==> src/rtl/prism_aux_engine_if.sv <==
// ---------------------------------------------------------------------------
// prism_aux_engine_if
//   Bundles the FSM strobe/condition signals and the register bus that connect
//   the PRISM state machine and the TinyQV bus to prism_aux_engine.
//
//   master : PRISM FSM + register bus side (drives strobes and writes)
//   slave  : prism_aux_engine side (returns read data and condition flags)
//
//   Signals
//     exec        FSM running; strobes are ignored while low
//     cnt_load    per-channel load-from-preload strobe
//     cnt_dec     per-channel decrement strobe
//     evt_inc     event counter increment strobe
//     evt_clr     event counter clear strobe
//     shift       shift strobe
//     shift_in    serial data into the shift register
//     reg_addr    register word index
//     reg_wr      32-bit register write strobe
//     reg_wdata   register write data
//     reg_rdata   register read data (combinational from reg_addr)
//     cnt_zero    per-channel count == 0
//     evt_match   event count == compare
//     shift_done  shift bit counter == 0
//     shift_out   serial data out
//     irq         masked OR of sticky status flags
// ---------------------------------------------------------------------------
interface prism_aux_engine_if #(
    parameter int NCH = 2
);
    logic            exec;
    logic [NCH-1:0]  cnt_load;
    logic [NCH-1:0]  cnt_dec;
    logic            evt_inc;
    logic            evt_clr;
    logic            shift;
    logic            shift_in;
    logic [2:0]      reg_addr;
    logic            reg_wr;
    logic [31:0]     reg_wdata;
    logic [31:0]     reg_rdata;
    logic [NCH-1:0]  cnt_zero;
    logic            evt_match;
    logic            shift_done;
    logic            shift_out;
    logic            irq;

    modport master (
        output exec, cnt_load, cnt_dec, evt_inc, evt_clr, shift, shift_in,
               reg_addr, reg_wr, reg_wdata,
        input  reg_rdata, cnt_zero, evt_match, shift_done, shift_out, irq
    );

    modport slave (
        input  exec, cnt_load, cnt_dec, evt_inc, evt_clr, shift, shift_in,
               reg_addr, reg_wr, reg_wdata,
        output reg_rdata, cnt_zero, evt_match, shift_done, shift_out, irq
    );
endinterface

==> src/rtl/prism_aux_engine.sv <==
// ---------------------------------------------------------------------------
// prism_aux_engine
//   Counter/shifter co-processor for the PRISM state machine peripheral:
//   NCH countdown channels with optional auto-reload, an event counter with
//   compare, a configurable-length bidirectional shift register and sticky
//   write-1-to-clear status flags with a maskable interrupt.
//
//   Ports
//     clk   single clock
//     rst   synchronous active-high reset
//     bus   prism_aux_engine_if.slave: FSM strobes, register bus, flags
//
//   Register map (reg_addr)
//     0 CTRL   [0] dir, [12:8] len-1, [16+:NCH] auto-reload, [26:24] irq en
//     1 STATUS [NCH-1:0] terminal, [8] match, [9] done (W1C)
//     2 SHIFT  shift register, zero-extended
//     3 EVT    write: compare; read: {count[15:8], compare[7:0]}
//     4+ch     write: preload; read: current count
// ---------------------------------------------------------------------------
module prism_aux_engine #(
    parameter int CNT_W = 24,
    parameter int NCH   = 2,
    parameter int SH_W  = 32,
    parameter int EVT_W = 4
) (
    input  logic                    clk,
    input  logic                    rst,
    prism_aux_engine_if.slave       bus
);

    // Control register fields
    logic             dir_q, dir_d;
    logic [4:0]       len_m1_q, len_m1_d;
    logic [NCH-1:0]   arl_q, arl_d;
    logic [2:0]       ien_q, ien_d;      // [0] zero, [1] match, [2] done

    // Countdown channels
    logic [NCH-1:0][CNT_W-1:0] cnt_q, cnt_d;
    logic [NCH-1:0][CNT_W-1:0] pre_q, pre_d;

    // Event counter
    logic [EVT_W-1:0] evt_q, evt_d;
    logic [EVT_W-1:0] cmp_q, cmp_d;
    logic [EVT_W-1:0] evt_nxt;

    // Shifter
    logic [SH_W-1:0]  sr_q, sr_d;
    logic [SH_W-1:0]  sr_shr;
    logic [4:0]       bcnt_q, bcnt_d;
    logic [5:0]       len_p1;

    // Sticky status
    logic [NCH-1:0]   sts_ch_q, sts_ch_d;
    logic             sts_match_q, sts_match_d;
    logic             sts_done_q, sts_done_d;

    // Decodes and per-cycle events
    logic             wr_ctrl, wr_sts, wr_shift, wr_evt;
    logic [NCH-1:0]   wr_pre;
    logic [NCH-1:0]   ld, dc;
    logic             inc, clr, sh;
    logic [NCH-1:0]   ch_set;
    logic             match_set, done_set;
    logic [NCH-1:0]   sts_clr;
    logic [31:0]      rdata;

    assign wr_ctrl  = bus.reg_wr && (bus.reg_addr == 3'd0);
    assign wr_sts   = bus.reg_wr && (bus.reg_addr == 3'd1);
    assign wr_shift = bus.reg_wr && (bus.reg_addr == 3'd2);
    assign wr_evt   = bus.reg_wr && (bus.reg_addr == 3'd3);

    always_comb begin
        wr_pre = '0;
        for (int ch = 0; ch < NCH; ch++) begin
            wr_pre[ch] = bus.reg_wr && (bus.reg_addr == 3'(4 + ch));
        end
    end

    // All FSM strobes are gated by exec; register writes are not.
    assign ld  = bus.exec ? bus.cnt_load : '0;
    assign dc  = bus.exec ? bus.cnt_dec  : '0;
    assign inc = bus.exec && bus.evt_inc;
    assign clr = bus.exec && bus.evt_clr;
    assign sh  = bus.exec && bus.shift;

    assign len_p1  = {1'b0, len_m1_q} + 6'd1;
    assign evt_nxt = evt_q + 1'b1;
    assign sr_shr  = sr_q >> 1;

    // Control register: the length is clamped on write so the stored value is
    // always a legal bit index into the shift register.
    always_comb begin
        dir_d    = dir_q;
        len_m1_d = len_m1_q;
        arl_d    = arl_q;
        ien_d    = ien_q;
        if (wr_ctrl) begin
            dir_d    = bus.reg_wdata[0];
            len_m1_d = (bus.reg_wdata[12:8] > 5'(SH_W - 1)) ? 5'(SH_W - 1)
                                                            : bus.reg_wdata[12:8];
            arl_d    = bus.reg_wdata[16 +: NCH];
            ien_d    = bus.reg_wdata[26:24];
        end
    end

    // Countdown channels: load beats dec; the terminal step (1 -> 0 or reload)
    // raises the sticky flag, a dec at 0 does nothing.
    always_comb begin
        ch_set = '0;
        cnt_d  = cnt_q;
        pre_d  = pre_q;
        for (int ch = 0; ch < NCH; ch++) begin
            if (wr_pre[ch]) begin
                pre_d[ch] = bus.reg_wdata[CNT_W-1:0];
            end
            if (ld[ch]) begin
                cnt_d[ch] = pre_q[ch];
            end else if (dc[ch]) begin
                if (cnt_q[ch] == CNT_W'(1)) begin
                    ch_set[ch] = 1'b1;
                    cnt_d[ch]  = arl_q[ch] ? pre_q[ch] : '0;
                end else if (cnt_q[ch] != '0) begin
                    cnt_d[ch] = cnt_q[ch] - 1'b1;
                end
            end
        end
    end

    // Event counter: inc+clr together is a software event that only flags.
    always_comb begin
        evt_d     = evt_q;
        cmp_d     = wr_evt ? bus.reg_wdata[EVT_W-1:0] : cmp_q;
        match_set = 1'b0;
        if (inc && clr) begin
            match_set = 1'b1;
        end else if (inc) begin
            evt_d     = evt_nxt;
            match_set = (evt_nxt == cmp_q);
        end else if (clr) begin
            evt_d = '0;
        end
    end

    // Shifter: a SHIFT write wins over a same-cycle strobe. Right shifts only
    // move the low L bits; bits above the active length hold.
    always_comb begin
        sr_d     = sr_q;
        bcnt_d   = bcnt_q;
        done_set = 1'b0;
        if (wr_shift) begin
            sr_d   = bus.reg_wdata[SH_W-1:0];
            bcnt_d = '0;
        end else if (sh) begin
            if (!dir_q) begin
                sr_d = {sr_q[SH_W-2:0], bus.shift_in};
            end else begin
                for (int i = 0; i < SH_W; i++) begin
                    if (i == int'(len_m1_q)) begin
                        sr_d[i] = bus.shift_in;
                    end else if (i < int'(len_m1_q)) begin
                        sr_d[i] = sr_shr[i];
                    end
                end
            end
            if (({1'b0, bcnt_q} + 6'd1) >= len_p1) begin
                bcnt_d   = '0;
                done_set = 1'b1;
            end else begin
                bcnt_d = bcnt_q + 5'd1;
            end
        end
        if (wr_ctrl) begin
            bcnt_d = '0;
        end
    end

    // Sticky status: a same-cycle set overrides the W1C clear.
    always_comb begin
        sts_clr     = wr_sts ? bus.reg_wdata[NCH-1:0] : '0;
        sts_ch_d    = (sts_ch_q & ~sts_clr) | ch_set;
        sts_match_d = (sts_match_q & ~(wr_sts & bus.reg_wdata[8])) | match_set;
        sts_done_d  = (sts_done_q  & ~(wr_sts & bus.reg_wdata[9])) | done_set;
    end

    always_ff @(posedge clk) begin
        if (rst) begin
            dir_q       <= 1'b0;
            len_m1_q    <= 5'd7;
            arl_q       <= '0;
            ien_q       <= '0;
            cnt_q       <= '0;
            pre_q       <= '0;
            evt_q       <= '0;
            cmp_q       <= '0;
            sr_q        <= '0;
            bcnt_q      <= '0;
            sts_ch_q    <= '0;
            sts_match_q <= 1'b0;
            sts_done_q  <= 1'b0;
        end else begin
            dir_q       <= dir_d;
            len_m1_q    <= len_m1_d;
            arl_q       <= arl_d;
            ien_q       <= ien_d;
            cnt_q       <= cnt_d;
            pre_q       <= pre_d;
            evt_q       <= evt_d;
            cmp_q       <= cmp_d;
            sr_q        <= sr_d;
            bcnt_q      <= bcnt_d;
            sts_ch_q    <= sts_ch_d;
            sts_match_q <= sts_match_d;
            sts_done_q  <= sts_done_d;
        end
    end

    // Register read mux
    always_comb begin
        rdata = '0;
        case (bus.reg_addr)
            3'd0: begin
                rdata[0]         = dir_q;
                rdata[12:8]      = len_m1_q;
                rdata[16 +: NCH] = arl_q;
                rdata[26:24]     = ien_q;
            end
            3'd1: begin
                rdata[NCH-1:0] = sts_ch_q;
                rdata[8]       = sts_match_q;
                rdata[9]       = sts_done_q;
            end
            3'd2: rdata[SH_W-1:0] = sr_q;
            3'd3: begin
                rdata[EVT_W-1:0]  = cmp_q;
                rdata[8 +: EVT_W] = evt_q;
            end
            default: begin
                for (int ch = 0; ch < NCH; ch++) begin
                    if (bus.reg_addr == 3'(4 + ch)) begin
                        rdata[CNT_W-1:0] = cnt_q[ch];
                    end
                end
            end
        endcase
    end

    always_comb begin
        for (int ch = 0; ch < NCH; ch++) begin
            bus.cnt_zero[ch] = (cnt_q[ch] == '0);
        end
    end

    assign bus.reg_rdata  = rdata;
    assign bus.evt_match  = (evt_q == cmp_q);
    assign bus.shift_done = (bcnt_q == 5'd0);
    assign bus.shift_out  = dir_q ? sr_q[0] : sr_q[len_m1_q];
    assign bus.irq        = ((|sts_ch_q) & ien_q[0]) |
                            (sts_match_q & ien_q[1]) |
                            (sts_done_q  & ien_q[2]);

endmodule

==> src/flat_wrapper.sv <==
// flat-port wrapper written by rule: the top's interface ports become plain ports
module prism_aux_engine_flat 
#(
    parameter int CNT_W = 24,
    parameter int NCH   = 2,
    parameter int SH_W  = 32,
    parameter int EVT_W = 4
)
  (clk, rst, bus_exec, bus_cnt_load, bus_cnt_dec, bus_evt_inc, bus_evt_clr, bus_shift, bus_shift_in, bus_reg_addr, bus_reg_wr, bus_reg_wdata, bus_reg_rdata, bus_cnt_zero, bus_evt_match, bus_shift_done, bus_shift_out, bus_irq);
  prism_aux_engine_if #(.NCH(NCH)) bus_i ();
  input  logic clk;
  input  logic rst;
  input wire logic [$bits(bus_i.exec)-1:0] bus_exec;
  input wire logic [$bits(bus_i.cnt_load)-1:0] bus_cnt_load;
  input wire logic [$bits(bus_i.cnt_dec)-1:0] bus_cnt_dec;
  input wire logic [$bits(bus_i.evt_inc)-1:0] bus_evt_inc;
  input wire logic [$bits(bus_i.evt_clr)-1:0] bus_evt_clr;
  input wire logic [$bits(bus_i.shift)-1:0] bus_shift;
  input wire logic [$bits(bus_i.shift_in)-1:0] bus_shift_in;
  input wire logic [$bits(bus_i.reg_addr)-1:0] bus_reg_addr;
  input wire logic [$bits(bus_i.reg_wr)-1:0] bus_reg_wr;
  input wire logic [$bits(bus_i.reg_wdata)-1:0] bus_reg_wdata;
  output wire logic [$bits(bus_i.reg_rdata)-1:0] bus_reg_rdata;
  output wire logic [$bits(bus_i.cnt_zero)-1:0] bus_cnt_zero;
  output wire logic [$bits(bus_i.evt_match)-1:0] bus_evt_match;
  output wire logic [$bits(bus_i.shift_done)-1:0] bus_shift_done;
  output wire logic [$bits(bus_i.shift_out)-1:0] bus_shift_out;
  output wire logic [$bits(bus_i.irq)-1:0] bus_irq;
  assign bus_i.exec = bus_exec;
  assign bus_i.cnt_load = bus_cnt_load;
  assign bus_i.cnt_dec = bus_cnt_dec;
  assign bus_i.evt_inc = bus_evt_inc;
  assign bus_i.evt_clr = bus_evt_clr;
  assign bus_i.shift = bus_shift;
  assign bus_i.shift_in = bus_shift_in;
  assign bus_i.reg_addr = bus_reg_addr;
  assign bus_i.reg_wr = bus_reg_wr;
  assign bus_i.reg_wdata = bus_reg_wdata;
  assign bus_reg_rdata = bus_i.reg_rdata;
  assign bus_cnt_zero = bus_i.cnt_zero;
  assign bus_evt_match = bus_i.evt_match;
  assign bus_shift_done = bus_i.shift_done;
  assign bus_shift_out = bus_i.shift_out;
  assign bus_irq = bus_i.irq;
  prism_aux_engine #(.CNT_W(CNT_W), .NCH(NCH), .SH_W(SH_W), .EVT_W(EVT_W)) u_core (.clk(clk), .rst(rst), .bus(bus_i));
endmodule
==> config.mk <==
export PLATFORM = sky130hd
export DESIGN_NAME = prism_aux_engine_flat
export DESIGN_NICKNAME = d
export VERILOG_FILES = /design/src/rtl/prism_aux_engine_if.sv /design/src/rtl/prism_aux_engine.sv /design/src/flat_wrapper.sv
export SDC_FILE = /design/constraint.sdc
export NUM_CORES = 1
export LEC_CHECK = 0
export BUFFER_PORTS_ARGS = -buffer_cell sky130_fd_sc_hd__buf_2
export CAP_MARGIN = 20
export CORE_MARGIN = 8
export CORE_UTILIZATION = 45
export CTS_CLUSTER_SIZE = 16
export DETAILED_ROUTE_END_ITERATION = 12
export HOLD_SLACK_MARGIN = 0.02
export PLACE_DENSITY = 0.6
export SETUP_SLACK_MARGIN = 0.02
export SLEW_MARGIN = 20
export SYNTH_ARGS = -nofsm -noshare
export SYNTH_HDL_FRONTEND = slang
export SYNTH_SLANG_ARGS = --single-unit
==> constraint.sdc <==
create_clock -name clk -period 7.9 [get_ports clk]
set_input_delay 1.58 -clock clk [delete_from_list [all_inputs] [get_ports clk]]
set_output_delay 1.58 -clock clk [all_outputs]
set_load 0.01 [all_outputs]
==> results of run 1 <==
[layer usage]
layer | global-route usage (%) | wire length, um | vias to the layer above
li1 | - | - | 4947
met1 | 38.1 | 17100 | 5056
met2 | 39.7 | 16600 | 540
met3 | 5.78 | 3570 | 63
met4 | 10.4 | 1290 | 0
met5 | 0 | 0 | -
[cell type report]
type                    count  area share [%]
clock inverters            12            1.86
well taps                 285            3.16
repair buffers            100            4.81
flip-flops and latches    156            27.7
multi-input cells        1065            57.6
inverters                  29           0.965
clock buffers              19            3.93
[sequential cells by signal, summed over array words and instances (netlist names)]
register            cells
u_core.len_m1_q         5
u_core.sts_ch_q         2
u_core.dir_q            1
u_core.cnt_q           48
u_core.evt_q            4
u_core.bcnt_q           5
u_core.sts_match_q      1
u_core.ien_q            3
u_core.cmp_q            4
u_core.sr_q            32
u_core.arl_q            2
u_core.sts_done_q       1
u_core.pre_q           48
[power by group]
group          internal [mW]  switching, mW  total, mW
Combinational          0.207          0.344      0.552
Sequential             0.836         0.0947      0.931
Clock                  0.573          0.364      0.937
Total                   1.62          0.803       2.42
[worst paths after layout]
check	to	startpoint	cells after the start
setup reg to reg	u_core.sts_done_q	u_core.len_m1_q[2]	10
setup / recovery	bus_reg_rdata[15]	bus_reg_addr[1]	4
hold reg to reg	u_core.pre_q[45]	u_core.pre_q[45]	2
hold / removal	u_core.pre_q[45]	u_core.pre_q[45]	2
[metrics by stage]
stage / cell area [sq um] / total power, mW / hold WS [ps] / std cells / util, %
6_report: 11300 / 2.42 / 454 / 1666 / 50.5
5_1_grt: 11300 / 2.51 / 471 / 1666 / 50.5
4_1_cts: 11300 / 2.41 / 455 / 1666 / 50.4
3_5_place_dp: 10600 / 1.48 / 446 / 1635 / 47.5
3_3_place_gp: 10600 / 1.48 / 443 / 1635 / 47.5
2_1_floorplan: 10100 / 1.30 / 432 / 1358 / -
[worst max-delay path: cells and delay by family]
family | cells | cell delay [ps]
simple gates | 1 | 790
buf+inv | 2 | 660
compound gates | 1 | 420
[placed cells by master (no fill, tap or decap), drive strengths merged, types with 5 or more instances in the layout]
| master | instances |
|---|---|
| a211oi | 55 |
| a21oi | 162 |
| a221oi | 21 |
| a22oi | 5 |
| a31oi | 12 |
| a32o | 6 |
| a32oi | 6 |
| and2 | 16 |
| and3 | 6 |
| buf | 100 |
| bufinv | 5 |
| clkbuf | 19 |
| dfxtp | 156 |
| ha | 24 |
| inv | 32 |
| mux2 | 5 |
| mux2i | 71 |
| mux4 | 8 |
| nand2 | 199 |
| nand2b | 14 |
| nand3 | 26 |
| nand4 | 10 |
| nand4b | 9 |
| nor2 | 134 |
| nor2b | 6 |
| nor3 | 56 |
| nor3b | 7 |
| nor4 | 16 |
| o211ai | 5 |
| o21ai | 69 |
| o22ai | 12 |
| o31ai | 5 |
| o32ai | 6 |
| or2 | 5 |
| or3 | 10 |
| or4 | 8 |
| xnor2 | 10 |
| xor2 | 22 |
[logic make-up after synthesis]
family          Yosys count  share of synthesized area, %
compound gates          394                          24.3
simple gates            531                          24.4
xor+xnor                 32                          2.77
mux                      84                          9.37
buf+inv                 137                          5.26
fa+ha+maj                24                          2.97
flops                   156                          30.9
==> flow_metrics.tcl, run 1 <==
set metrics [dict create \
    slowest_delay_ps 790 \
    synth.most_common_cell "nand2_1" \
    core-area_sq_um 22400 \
    nFillCells 2200 \
    drive_gt1_share_pct 11.9 \
    cap_violations 0 \
    drc 0 \
    ys.flop_type "dfxtp_1" \
    period_share_pct 63.9 \
    critPathArrivalTime_ps 3470 \
    via_count 10600 \
    ys_seq_elements 156 \
    power_density_nw_per_um2 214 \
    status "finished, final reports clean" \
    htree_num_levels 4 \
    clock_sinks 156 \
    maxSlewHeadroom_pct 26.7 \
    io_pins 85 \
    cts_hold_buf 0 \
    syn_area_sq_um 10100 \
    start_kind "primary input" \
    syn-instance-count 1358 \
    critical_path_class "in -> out" \
    ys_async_sr_fraction_pct 0 \
    worst_path_max_delay_cell "nand2b_1" \
    nets 1440 \
    r2r_slack_ps 4500 \
    antenna_found_initial 0 \
    max_clock_freq_mhz 198 \
    register_area_sq_um 3120 \
    finalSetupViolCount 0 \
    fp.dieArea_sq_um 27500 \
    vias_per_cell 6.37 \
    synth_cell_types 70 \
    wl_per_cell_um 23.2 \
    yosys_warnings 0 \
    antennaDiodeCount 0 \
    cts_setup_buffers 0 \
    grtUsageTotal_pct 27.1 \
    synth_top_area_share_pct 30.9 \
    ctsResizeCount 0 \
    syn-num-nets 1429 \
    gr-total-overflow 0 \
    initial_core_util_pct 45.2 \
    postSynthAreaPerCell_sq_um 7.44 \
    cp_common_cell "buf_2" \
    grt_start_max_net_pins 94 \
    synth_top_cell_by_area "dfxtp_1" \
    clock_path_buffers 2 \
    grt_pass1_wl_mm 58.7 \
    ant_nets 0 \
    clkSlewWorstSetupHoldPaths_ps 60 \
    place_ws_ps 3000 \
    die_w_um 166 \
    rsz0062_at_grt "no" \
    cts-root-buf "clkbuf_16" \
    io_buffers 84 \
    multi_input_area_sq_um 6500 \
    netlist_top_cells_area "dfxtp_1 (31%), a21oi_1 (8.0%), nand2_1 (7.4%), mux2i_1 (7.0%), nor2_1 (4.9%)" \
    ir_drop_v 0.000165 \
    slew_viol_final 0 \
    worst_pin_slew_ps 1100 \
    crit_required_ps 6320 \
    place_congestion 0.911 \
    period_needed_ps 5050 \
    first_global_vias 9717 \
    finalWorstSetupSlack_ps 2850 \
    drtIter0Drc 1228 \
    dp_hpwl_mm 26.9 \
    yosysSeqAreaShare_pct 30.9 \
    cp_max_fo 24 \
    synth-edff-count 0 \
    hold_path.class "reg -> reg" \
    p_leak_nw 4.31 \
    tns_ps 0 \
    crit_chain "buf_2 -> nand2b_1 -> o21ai_0 -> buf_2" \
    end_kind "output port" \
    syn_to_final_growth_pct 11.7 \
    cts_tree "built" \
    finalHoldViolCount 0 \
    insertion_delay_ps 440 \
    synthTopCellsByCount "nand2_1 (199), a21oi_1 (162), dfxtp_1 (156)" \
    die_height_um 166 \
    fp-row-count 55 \
    wirelength_mm 38.6 \
    firstDrtPassIters 6 \
    clock_skew_ps 12.9 \
    numCtsBuffers 17 \
]
Note: power is estimated with default switching activity, not from simulation.
==> inputs of run 2 (changes only) <==
- clock period: 7.9 -> 4.9 ns (I/O delays scaled with it)
==> run 2 against run 1 <==
Effect of this change:
- worst hold slack worse by 0.62 ps
- highest routed layer unchanged
- clock-buffer cell count down 1
- via count up 0.31%
- utilization fell by 0.050 points
- critical endpoint is now bus_shift_out
==> flow_metrics.tcl, run 2 (synthesis results as in run 1) <==
set metrics [dict create \
    fp.dieArea_sq_um 27500 \
    hold_path.class "reg -> reg" \
    slew_viol_final 0 \
    clock_path_buffers 2 \
    first_global_vias 9898 \
    holdWs_ps 453 \
    critical_path_class "reg -> out" \
    fp-row-count 55 \
    ctsResizeCount 0 \
    period_needed_ps 3990 \
    antenna_found_initial 0 \
    reg_top3 "u_core.cnt_q x48, u_core.pre_q x48, u_core.sr_q x32" \
    power_density_nw_per_um2 337 \
    fin_cells 1674 \
    cts_setup_buffers 0 \
    design_area_sq_um 11300 \
    cts-root-buf "clkbuf_16" \
    dp_hpwl_mm 27.3 \
    vias_per_cell 6.36 \
    die_w_um 166 \
    drive_gt1_share_pct 12.4 \
    rsz0062_at_grt "no" \
    via_count 10600 \
    period_share_pct 81.4 \
    cts_tree "built" \
    place_congestion 0.979 \
    wl_per_cell_um 23.2 \
    clock_sinks 156 \
    numCtsBuffers 17 \
    critPathArrivalTime_ps 3010 \
    initial_core_util_pct 45.2 \
    gr-total-overflow 0 \
    nFillCells 2212 \
    io_buffers 84 \
    layout_commonest_cell "nand2_1" \
    die_height_um 166 \
    crit_required_ps 3920 \
    max_clock_freq_mhz 251 \
    ant_nets 0 \
    path_buf_inv 2 \
    syn_to_final_growth_pct 11.6 \
    place_inst 1642 \
    cts_hold_buf 0 \
    path_delay_family "flip-flops" \
    finalHoldViolCount 0 \
    finalWorstSetupSlack_ps 910 \
    p_leak_nw 4.32 \
    slowest_delay_ps 820 \
    core-area_sq_um 22400 \
    maxSlewHeadroom_pct 28.2 \
    insertion_delay_ps 430 \
    start_kind "register" \
    wirelength_mm 38.8 \
    nets 1447 \
    worst_pin_slew_ps 1070 \
    clock_skew_ps 16.3 \
    most-common-layout-cells "nand2_1 (199), a21oi_1 (161), dfxtp_1 (155)" \
    crit_chain "buf_4 -> mux4_2 -> nand3_1 -> nor2_1 -> or4_1 -> mux2_2 -> buf_2" \
    grtUsageTotal_pct 27.2 \
    cp_max_fo 21 \
    grt_start_max_net_pins 83 \
    cap_violations 0 \
    drc 0 \
    antennaDiodeCount 0 \
    fin_util_pct 50.4 \
    finalSetupViolCount 0 \
    ir_drop_v 0.000209 \
    firstDrtPassIters 5 \
    drtIter0Drc 1272 \
    dpl-instance-area_sq_um 10700 \
    end_kind "output port" \
    worst_path_max_delay_cell "dfxtp_1" \
    place_ws_ps 1050 \
    status "finished, final reports clean" \
    power.total_mw 3.80 \
    tns_ps 0 \
    clkSlewWorstSetupHoldPaths_ps 80 \
    grt_pass1_wl_mm 59.6 \
    io_pins 85 \
    htree_num_levels 4 \
]
==> run 2: power by group <==
part | switching (mW) | internal (mW)
sequential | 0.155 | 1.35
clock | 0.627 | 0.777
combinational | 0.556 | 0.340
total | 1.34 | 2.46
==> run 2: path summary, 6_finish.rpt <==
| path | from | endpoint | slack (ps) | cells past startpoint |
|---|---|---|---|---|
| setup reg to reg | u_core.len_m1_q[2] | u_core.sts_done_q | 1630 | 10 |
| setup / recovery | u_core.len_m1_q[2] | bus_shift_out | 910 | 7 |
| hold reg to reg | u_core.pre_q[5] | u_core.pre_q[5] | 450 | 2 |
| hold / removal | u_core.pre_q[5] | u_core.pre_q[5] | 450 | 2 |
==> run 2: area by class of cell <==
type                    count  area [sq um]  area share, %
multi-input cells        1065          6490           57.6
flip-flops and latches    156          3120           27.7
repair buffers            107           596           5.28
clock buffers              18           439           3.90
well taps                 285           357           3.16
clock inverters            14           158           1.40
inverters                  29           109          0.966
==> run 2: per-layer routing <==
| layer | GRT usage, % | vias up | routed length (um) |
|---|---|---|---|
| met1 | 38.0 | 5119 | 17400 |
| li1 | - | 4947 | - |
| met3 | 5.37 | 77 | 3470 |
| met5 | 0 | - | 0 |
| met2 | 40.1 | 496 | 16400 |
| met4 | 11.2 | 0 | 1530 |
==> run 2: worst min-delay path, stage by stage (launching register included) <==
cell and delay, ps:
dfxtp_1 310, nand2_1 50, a21oi_1 50
